[config.mk]
export PLATFORM = sky130hd
export DESIGN_NAME = fetch_queue_flat
export DESIGN_NICKNAME = d
export VERILOG_FILES = /design/src/rtl/fetch_queue_pkg.sv /design/src/rtl/fetch_queue_if.sv /design/src/rtl/fetch_fifo.sv /design/src/rtl/fetch_queue.sv /design/src/flat_wrapper.sv
export SDC_FILE = /design/constraint.sdc
export NUM_CORES = 1
export LEC_CHECK = 0
export CORE_MARGIN = 10
export CORE_UTILIZATION = 55
export CTS_CLUSTER_DIAMETER = 40
export DETAILED_ROUTE_END_ITERATION = 10
export PLACE_DENSITY = 0.84
export SYNTH_ARGS = -nofsm -noshare
export SYNTH_HDL_FRONTEND = slang
export SYNTH_SLANG_ARGS = --single-unit
[constraint.sdc]
create_clock -name clk -period 4.78 [get_ports clk]
set_input_delay 1.195 -clock clk [delete_from_list [all_inputs] [get_ports clk]]
set_output_delay 1.195 -clock clk [all_outputs]
set_load 0.01 [all_outputs]
[src/rtl/fetch_queue_pkg.sv]
// fetch_queue_pkg: shared fetch constants and the queue entry layout.
package riscv_fetch_pkg;
    localparam int XLEN = 32;
    localparam logic [XLEN-1:0] INSTR_NOP = 32'h0000_0013;
    localparam logic [XLEN-1:0] PC_STEP = 32'd4;
    localparam logic [XLEN-1:0] DEFAULT_RESET_PC = 32'h0000_0000;
    typedef struct packed {
        logic [XLEN-1:0] data;
        logic [XLEN-1:0] pc;
    } fetch_entry_t;
endpackage

[src/rtl/fetch_queue_if.sv]
// fetch_queue_if: imem request/response, redirect and core-side instruction handshake.
interface fetch_queue_if #(parameter int DEPTH = 4);
    import riscv_fetch_pkg::*;
    logic imem_req_valid;
    logic imem_req_ready;
    logic [XLEN-1:0] imem_req_addr;
    logic imem_rsp_valid;
    logic [XLEN-1:0] imem_rsp_data;
    logic redirect_valid;
    logic [XLEN-1:0] redirect_pc;
    logic instr_valid;
    logic instr_ready;
    logic [XLEN-1:0] instr_data;
    logic [XLEN-1:0] instr_pc;
    logic [$clog2(DEPTH+1)-1:0] queue_count;
    modport master (
        output imem_req_valid, imem_req_addr, instr_valid, instr_data, instr_pc, queue_count,
        input imem_req_ready, imem_rsp_valid, imem_rsp_data, redirect_valid, redirect_pc, instr_ready
    );
    modport slave (
        input imem_req_valid, imem_req_addr, instr_valid, instr_data, instr_pc, queue_count,
        output imem_req_ready, imem_rsp_valid, imem_rsp_data, redirect_valid, redirect_pc, instr_ready
    );
endinterface

[src/rtl/fetch_fifo.sv]
// fetch_fifo: synchronous FIFO with flush and occupancy count; depth need not be a power of two.
module fetch_fifo #(
    parameter int W = 32,
    parameter int D = 4,
    localparam int AW = D > 1 ? $clog2(D) : 1,
    localparam int CW = $clog2(D+1)
) (
    input  logic          clk,
    input  logic          rst,
    input  logic          flush,
    input  logic          push,
    input  logic          pop,
    input  logic [W-1:0]  din,
    output logic [W-1:0]  dout,
    output logic [CW-1:0] count
);
    logic [W-1:0] mem [D];
    logic [AW-1:0] rd, wr;
    function automatic logic [AW-1:0] nxt(input logic [AW-1:0] p);
        return p == AW'(D-1) ? '0 : p + 1'b1;
    endfunction
    always_ff @(posedge clk) begin
        if (rst || flush) begin
            rd <= '0;
            wr <= '0;
            count <= '0;
        end else begin
            if (push) wr <= nxt(wr);
            if (pop) rd <= nxt(rd);
            count <= count + CW'(push) - CW'(pop);
        end
    end
    always_ff @(posedge clk) if (push) mem[wr] <= din;
    assign dout = mem[rd];
endmodule

[src/rtl/fetch_queue.sv]
// fetch_queue: credit-limited instruction fetch with in-order queue and redirect flush.
module fetch_queue
    import riscv_fetch_pkg::*;
#(
    parameter int DEPTH = 4,
    parameter int MAX_OUTSTANDING = 2,
    parameter logic [XLEN-1:0] RESET_PC = DEFAULT_RESET_PC
) (
    input logic clk,
    input logic rst,
    fetch_queue_if.master bus
);
    localparam int OW = $clog2(MAX_OUTSTANDING+1);
    localparam int SW = $clog2(DEPTH+MAX_OUTSTANDING+1);
    logic [XLEN-1:0] fetch_pc, tag_pc, rsp_pc;
    logic [OW-1:0] outstanding, drop_count, tag_count;
    fetch_entry_t head;
    logic redir, fire, rsp_take, tag_push, tag_pop, pop;
    assign redir = bus.redirect_valid;
    // Credits count stale in-flight requests too, so every response has a reserved slot.
    assign bus.imem_req_valid = !rst && !redir
        && (SW'(bus.queue_count) + SW'(outstanding) < SW'(DEPTH))
        && (outstanding < OW'(MAX_OUTSTANDING));
    assign bus.imem_req_addr = fetch_pc;
    assign fire = bus.imem_req_valid && bus.imem_req_ready;
    assign rsp_take = bus.imem_rsp_valid && !redir && drop_count == '0;
    // An empty tag FIFO with a live response means the memory answered in the request cycle.
    assign rsp_pc = tag_count != '0 ? tag_pc : fetch_pc;
    assign tag_push = fire && !(rsp_take && tag_count == '0);
    assign tag_pop = rsp_take && tag_count != '0;
    assign pop = bus.instr_valid && bus.instr_ready && !redir;
    assign bus.instr_valid = bus.queue_count != '0;
    assign bus.instr_data = bus.instr_valid ? head.data : INSTR_NOP;
    assign bus.instr_pc = bus.instr_valid ? head.pc : '0;
    always_ff @(posedge clk) begin
        if (rst) begin
            fetch_pc <= RESET_PC;
            outstanding <= '0;
            drop_count <= '0;
        end else if (redir) begin
            fetch_pc <= bus.redirect_pc & ~XLEN'(3);
            outstanding <= outstanding - OW'(bus.imem_rsp_valid);
            drop_count <= outstanding - OW'(bus.imem_rsp_valid);
        end else begin
            fetch_pc <= fire ? fetch_pc + PC_STEP : fetch_pc;
            outstanding <= outstanding + OW'(fire) - OW'(bus.imem_rsp_valid);
            drop_count <= drop_count - OW'(bus.imem_rsp_valid && drop_count != '0);
        end
    end
    fetch_fifo #(.W($bits(fetch_entry_t)), .D(DEPTH)) u_queue (
        .clk(clk), .rst(rst), .flush(redir), .push(rsp_take), .pop(pop),
        .din({bus.imem_rsp_data, rsp_pc}), .dout(head), .count(bus.queue_count)
    );
    fetch_fifo #(.W(XLEN), .D(MAX_OUTSTANDING)) u_tags (
        .clk(clk), .rst(rst), .flush(redir), .push(tag_push), .pop(tag_pop),
        .din(fetch_pc), .dout(tag_pc), .count(tag_count)
    );
endmodule

[src/flat_wrapper.sv]
// flat-port wrapper written by rule: the top's interface ports become plain ports
module fetch_queue_flat import riscv_fetch_pkg::*;
#(
    parameter int DEPTH = 4,
    parameter int MAX_OUTSTANDING = 2,
    parameter logic [XLEN-1:0] RESET_PC = DEFAULT_RESET_PC
)
  (clk, rst, bus_imem_req_valid, bus_imem_req_addr, bus_instr_valid, bus_instr_data, bus_instr_pc, bus_queue_count, bus_imem_req_ready, bus_imem_rsp_valid, bus_imem_rsp_data, bus_redirect_valid, bus_redirect_pc, bus_instr_ready);
  fetch_queue_if #(.DEPTH(DEPTH)) bus_i ();
  input logic clk;
  input logic rst;
  output wire logic [$bits(bus_i.imem_req_valid)-1:0] bus_imem_req_valid;
  output wire logic [$bits(bus_i.imem_req_addr)-1:0] bus_imem_req_addr;
  output wire logic [$bits(bus_i.instr_valid)-1:0] bus_instr_valid;
  output wire logic [$bits(bus_i.instr_data)-1:0] bus_instr_data;
  output wire logic [$bits(bus_i.instr_pc)-1:0] bus_instr_pc;
  output wire logic [$bits(bus_i.queue_count)-1:0] bus_queue_count;
  input wire logic [$bits(bus_i.imem_req_ready)-1:0] bus_imem_req_ready;
  input wire logic [$bits(bus_i.imem_rsp_valid)-1:0] bus_imem_rsp_valid;
  input wire logic [$bits(bus_i.imem_rsp_data)-1:0] bus_imem_rsp_data;
  input wire logic [$bits(bus_i.redirect_valid)-1:0] bus_redirect_valid;
  input wire logic [$bits(bus_i.redirect_pc)-1:0] bus_redirect_pc;
  input wire logic [$bits(bus_i.instr_ready)-1:0] bus_instr_ready;
  assign bus_imem_req_valid = bus_i.imem_req_valid;
  assign bus_imem_req_addr = bus_i.imem_req_addr;
  assign bus_instr_valid = bus_i.instr_valid;
  assign bus_instr_data = bus_i.instr_data;
  assign bus_instr_pc = bus_i.instr_pc;
  assign bus_queue_count = bus_i.queue_count;
  assign bus_i.imem_req_ready = bus_imem_req_ready;
  assign bus_i.imem_rsp_valid = bus_imem_rsp_valid;
  assign bus_i.imem_rsp_data = bus_imem_rsp_data;
  assign bus_i.redirect_valid = bus_redirect_valid;
  assign bus_i.redirect_pc = bus_redirect_pc;
  assign bus_i.instr_ready = bus_instr_ready;
  fetch_queue #(.DEPTH(DEPTH), .MAX_OUTSTANDING(MAX_OUTSTANDING), .RESET_PC(RESET_PC)) u_core (.clk(clk), .rst(rst), .bus(bus_i));
endmodule
==> summary.txt, run 1 <==
Final layout
  – # diodes: 0
  – Final-stage net count: 1,155
  – Layout cells sized above 1: 16.3%
  – Post-layout util: 69.0%
  – Area Overhead vs Synth: 23.8%

Routing
  – DR pass1 iterations: 5
  – Total Wirelength: 32,000 microns
  – Wirelength per Cell: 22.3 microns
  – Via/cell ratio: 5.91
  – Number of DRC markers in iteration 0: 777
  – Post-route ant nets: 0
  – Via Count: 8,499
  – DRC: 0

Logic synthesis
  – Synth async-reset ratio: 0%
  – Synthesis Warnings: 0
  – Top cells by area, synth: edfxtp_1, mux4_2, dfxtp_1
  – Synth Cell Area: 0.0145 sq mm
  – Post-synthesis sequential area ratio: 70.5%
  – Main flop type after synthesis: edfxtp_1
  – Top-area cell type share of the netlist area: 63.9%
  – Number of synthesized flops with an enable pin: 308
  – Synthesized instance count: 892
  – Post-synth cell types: 54
  – Count leader, synth: edfxtp_1
  – Area leader, netlist: edfxtp_1
  – Synthesis-stage register bit count: 356
  – Mean Syn Cell Area: 16.2 sq um
  – List of most frequent post-synthesis cells: edfxtp_1, and2_1, mux4_2

Global routing
  – Total track usage: 18.9%
  – Residual overflow from global routing: 0
  – First-pass GRT wire length: 50,000 microns
  – Vias in the first global route: 8,757
  – Initial antenna violation count: 0
  – Pin count of the biggest net entering global routing: 63

CTS
  – Clock slew seen by the registers of the worst setup and hold paths: 0.06 ns
  – Hold-fix buffers at CTS: 0
  – Root buffer cell: clkbuf_16
  – CTS Buf Count: 40
  – Max Root-Sink Buffers: 3
  – Resized Gates After CTS: 0
  – H-tree depth: 2
  – Total setup buffers inserted after CTS: 0
  – CTS tree: built
  – Clock net sink count: 356
  – Clk Latency, worst-skew pair: 0.53 ns

Die
  – CORE AREA: 0.0260 sq mm
  – # rows: 59
  – Die Height: 182 microns
  – I/O pin count: 171
  – Initial core utilization: 55.7%
  – Die width: 182 microns
  – Full die area: 0.0332 sq mm

Setup path
  – Maximum net fanout on the critical path: 10
  – CP Launch Type: primary input
  – Critical Path AT: 2.97 ns
  – Setup Crit Path Kind: in -> out
  – CP startpoint: bus_redirect_valid
  – Worst path required time: 3.59 ns
  – Crit. End Element: output pin
  – Critical R2R Launch: u_core.u_queue.count[1]

Timing
  – Worst Tran Pin Value: 0.994 ns
  – Slew headroom: 33.7%
  – Max Slew Vio Count: 0
  – Tmin final: 4.17 ns
  – TNS Setup: 0 ns
  – Final worst path period share: 87.2%
  – FMAX: 240 MHz
  – Count of final hold-check violations: 0
  – RSZ-0062 raised after global routing: false
  – Setup-failing EPs final: 0
  – Slack of the critical path: 0.612 ns
  – Worst Skew: 0.0150 ns
  – Min Hold Slack: 0.487 ns

Placement
  – Routability congestion estimate: 0.844
  – Dpl ws: 0.629 ns
  – Post-DP HPWL: 20,000 microns
  – Port Buffer Count: 164

Worst hold path
  – HP Class: reg -> reg
  – Hold Crit Start: u_core.u_queue.rd[1]

Power and ir drop
  – PwrDens: 393 mW/mm^2
  – Leak Pwr: 5.89 nW
  – Total power: 7.05 mW
  – Peak supply drop: 0.000284 V

Flow run
  – Max_cap viols: 0

Outcome
  – Outcome: finished, final reports clean
[kinds of logic after synthesis]
kind of cell             synth area share (%)
adder cells (fa/ha/maj)                  1.35
XOR/XNOR                                0.605
other                                  0.0259
AND/OR/NAND/NOR                          9.35
AO/OA/AOI/OAI                            3.96
multiplexers                             12.2
flip-flops                               70.5
buffers and inverters                    1.98
[layer usage]
| layer | share of wire [%] | routed length [microns] | GRT usage [%] |
|---|---|---|---|
| met5 | 0 | 0 | 0 |
| met3 | 8.9 | 2850 | 5.16 |
| met2 | 49 | 15600 | 30.7 |
| met1 | 41 | 13100 | 24.7 |
| met4 | 1.7 | 550 | 5.34 |
[path summary, 6_finish.rpt]
path                                                 to  slack [ns]  cells after the start
worst min register to register                     flop        0.49                      2
worst max register to register  u_core.u_queue.count[2]        1.49                     12
worst max-delay path                 bus_imem_req_valid        0.61                      4
worst min-delay path                               flop        0.49                      2
[report_power, final]
group | leakage [nW] | internal, mW | total, mW | switching [mW]
registers | 3.20 | 3.47 | 3.53 | 0.0672
clock network | 0.663 | 1.83 | 3.08 | 1.25
logic | 2.02 | 0.218 | 0.440 | 0.223
total | 5.89 | 5.51 | 7.05 | 1.54
[area by class of cell]
| type | instances | area (sq um) |
|---|---|---|
| Sequential cell | 356 | 10200 |
| Inverter | 20 | 75.1 |
| Fill cell | 1672 | 8060 |
| Clock inverter | 25 | 253 |
| Tap cell | 335 | 419 |
| Multi-Input combinational cell | 470 | 4020 |
| Clock buffer | 49 | 1100 |
| Timing Repair Buffer | 182 | 1850 |
[registers in the layout (all words and copies together), names as in the netlist, named ones only]
name	cells
u_core.u_queue.mem	248
u_core.u_tags.mem	60
u_core.bus.imem_req_addr	30
u_core.u_queue.count	3
u_core.drop_count	2
u_core.outstanding	2
u_core.u_queue.rd	2
u_core.u_queue.wr	2
u_core.u_tags.count	2
u_core.u_tags.rd	1
u_core.u_tags.wr	1
[placed cells by master, fill, tap and decap left out, types with 4 or more instances in the layout]
master,instances
edfxtp_1,308
clkdlybuf4s50_1,164
and2_1,65
mux4_2,62
nor2_1,56
a21oi_1,48
dfxtp_1,45
nand2_1,44
clkbuf_16,41
mux2i_1,32
inv_1,18
nand3_1,18
ha_1,14
nand4_1,13
buf_4,12
nor3_1,11
a31oi_1,10
o21ai_0,9
xnor2_1,8
o211ai_1,8
or2_2,7
inv_6,7
clkinv_2,7
buf_12,6
mux2_2,5
and2_4,4
or4_1,4
or3_1,4
conb_1,4
clkbuf_8,4
clkbuf_1,4
[worst max-delay path: stages]
cell and delay [ns]:
clkdlybuf4s50_1 0.47, or2_2 0.41, nor3_1 0.28, clkdlybuf4s50_1 0.61
[stage by stage]
stage          instance area, sq um  instances
2_1_floorplan                 14500        895
3_3_place_gp                  16600       1363
3_5_place_dp                  16600       1363
4_1_cts                       17900       1437
5_1_grt                       17900       1437
6_report                      17900       1437
Note: power is estimated with default switching activity, not from simulation.
==> run 2, diff against run 1 <==
GPL_ROUTABILITY_DRIVEN = 1   (was unset)
==> results of run 2 <==
Final layout, timing and power as in run 1 (identical DEF).
==> run 3, diff against run 2 <==
CORE_ASPECT_RATIO = 0.7   (was unset)
CORE_UTILIZATION = 33   (was 55)
PLACE_DENSITY = 0.57   (was 0.84)
==> run 3 against run 2 <==
  * Final cell count rose by 19%
  * Critical endpoint unchanged
  * Combinational power grew 3%
  * First-iteration DRC count is 22% lower
  * Wire length grew 9.5%
  * Critical path type unchanged
  * Sequential share of layout area fell by 1.4 points
==> summary.txt, run 3 (synthesized netlist as in run 1, its figures left out) <==
Setup path
  – Maximum net fanout on the critical path: 10 (unchanged)
  – WP depth: 4 (unchanged)
  – Worst r2r path cells: 13 (+1)
  – Critical R2R Launch: u_core.u_queue.count[1]
  – Slowest stage cell, crit path: clkdlybuf4s50_1
  – Worst path max stage delay: 0.59 ns (-0.02 ns)
  – CP delay by family, top: buffers and inverters
  – Critical-path cell list: clkdlybuf4s50_1, or2_2, nor3_1, clkdlybuf4s50_1
  – Crit. End Element: output pin
  – Critical Path AT: 2.85 ns (-0.12 ns)
  – CP startpoint: rst
  – CP most frequent cell: clkdlybuf4s50_1
  – Worst path required time: 3.59 ns (about the same)
  – CP Launch Type: primary input
  – Worst path bufs/invs: 2 (unchanged)
  – Setup Crit Path Kind: in -> out

Timing
  – RSZ-0062 raised after global routing: false
  – Worst Skew: 0.0144 ns (-0.000625 ns)
  – Tmin final: 4.04 ns (-0.126 ns)
  – TNS Setup: 0 ns (unchanged)
  – FMAX: 247 MHz (+3.1%)
  – Max Slew Vio Count: 0 (unchanged)
  – Setup-failing EPs final: 0 (unchanged)
  – Final worst path period share: 84.6% (-2.6 points)
  – Count of final hold-check violations: 0 (unchanged)
  – Worst Tran Pin Value: 1.06 ns (+0.0620 ns)
  – Slack of the critical path: 0.738 ns (+0.126 ns)
  – Slew headroom: 29.6% (-4.1 points)

Global routing
  – Pin count of the biggest net entering global routing: 50 (-21%)
  – Residual overflow from global routing: 0 (unchanged)
  – Total track usage: 13.1% (-5.8 points)
  – Initial antenna violation count: 0 (unchanged)
  – First-pass GRT wire length: 54,400 microns (+8.7%)
  – Vias in the first global route: 8,692 (-0.74%)

Routing
  – Wirelength per Cell: 20.5 microns (-7.9%)
  – DRC: 0 (unchanged)
  – Post-route ant nets: 0 (unchanged)
  – DR pass1 iterations: 5 (unchanged)
  – Number of DRC markers in iteration 0: 604 (-22%)
  – Via/cell ratio: 4.89 (-17%)
  – Total Wirelength: 35,100 microns (+9.5%)
  – Via Count: 8,348 (-1.8%)

CTS
  – Root buffer cell: clkbuf_16
  – Clock slew seen by the registers of the worst setup and hold paths: 0.06 ns (about the same)
  – CTS tree: built
  – Clk Latency, worst-skew pair: 0.54 ns (about the same)
  – CTS Buf Count: 44 (+10%)
  – Clock net sink count: 356 (unchanged)
  – Resized Gates After CTS: 0 (unchanged)
  – Hold-fix buffers at CTS: 0 (unchanged)
  – H-tree depth: 2 (unchanged)
  – Max Root-Sink Buffers: 3 (unchanged)
  – Total setup buffers inserted after CTS: 0 (unchanged)

Final layout
  – Most frequent cells in the layout: edfxtp_1, clkdlybuf4s50_1, and2_1, mux4_2, nor2_1
  – Biggest register: u_core.u_queue.mem
  – Layout cells sized above 1: 16.6% (+0.27 points)
  – Sequential cell area: 0.0102 sq mm (about the same)
  – Post-layout util: 42.2% (-27 points)
  – Area Overhead vs Synth: 26.9%
  – Filler cells: 3,975 (+140%)
  – Most common cell after layout, fill and taps aside: edfxtp_1
  – Fin cells: 1,708 (+19%)
  – Final-stage net count: 1,164 (+0.78%)
  – Area of the multi-input gates: 0.00402 sq mm (unchanged)
  – Max reg flops: 248 (unchanged)
  – # diodes: 0 (unchanged)

Placement
  – Cells after DPL: 1,627 (+19%)
  – Routability congestion estimate: 0.772 (-8.5%)
  – Port Buffer Count: 164 (unchanged)
  – Post-DP HPWL: 22,300 microns (+11%)
  – Dpl ws: 0.732 ns (+0.102 ns)

Die
  – Die Height: 195 microns (+7.1%)
  – Full die area: 0.0528 sq mm (+59%)
  – CORE AREA: 0.0436 sq mm (+68%)
  – Initial core utilization: 33.3% (-22 points)
  – # rows: 64 (+8.5%)
  – I/O pin count: 171 (unchanged)
  – Die width: 270 microns (+48%)

Power and ir drop
  – Leak Pwr: 5.94 nW (+0.92%)
  – Peak supply drop: 0.000283 V (-0.53%)
  – PwrDens: 392 mW/mm^2 (-0.28%)

Worst hold path
  – Hold Crit Start: u_core.u_queue.rd[1]
  – HP Class: reg -> reg
  – Hold Path Cell Cnt: 2 (unchanged)

Outcome
  – Outcome: finished, final reports clean

Flow run
  – Max_cap viols: 0 (unchanged)
==> run 3: cell count changes in the layout (fill, tap and decap cells not counted), sizes merged <==
cell | previous run | this run
buf | 18 | 23
clkbuf | 49 | 55
bufinv | 3 | 2
clkinvlp | 3 | 4
clkinv | 11 | 12
==> run 3: final timing paths <==
check | to | slack [ns]
hold reg to reg | flop | 0.49
setup / recovery | bus_imem_req_valid | 0.74
hold / removal | flop | 0.49
setup reg to reg | u_core.u_queue.count[2] | 1.91
==> run 3: layout make-up <==
| cell class | instances | share of cell area, % |
|---|---|---|
| Timing Repair Buffer | 187 | 10.3 |
| Tap cell | 594 | 4.04 |
| Clock inverter | 26 | 1.45 |
| Inverter | 20 | 0.408 |
| Clock buffer | 55 | 6.38 |
| Sequential cell | 356 | 55.6 |
| Multi-Input combinational cell | 470 | 21.8 |
==> run 3: worst reg2reg max path, stage by stage (launching register included) <==
cell and delay, ns:
dfxtp_1 0.48, nor3_1 0.10, buf_4 0.18, inv_2 0.37
buf_12 0.27, nand2_1 0.14, nor2_1 0.11, ha_1 0.14
inv_1 0.04, ha_1 0.18, fa_1 0.37, xnor2_1 0.17
xnor2_1 0.14, nor2_1 0.05
==> run 3: report_power, final <==
part,switching (mW),internal (mW)
Clock,1.33,1.89
Sequential,0.0659,3.47
Combinational,0.231,0.222
==> run 3: routing by layer <==
layer	up-vias	track usage [%]	routed length (microns)
met3	47	3.11	2030
met1	4222	17.8	16000
met4	0	2.62	502
met2	238	21.2	16500
met5	-	0	0
li1	3841	-	-
==> run 3: through the flow <==
stage / area [sq um] / power (mW) / hold WS, ns
finish: 18400 / 7.21 / 0.489
global route: 18400 / 7.49 / 0.535
CTS: 18400 / 7.31 / 0.502
detailed placement: 16900 / 4.06 / 0.493
global placement: 16900 / 4.05 / 0.460
floorplan: 14500 / 3.80 / 0.454
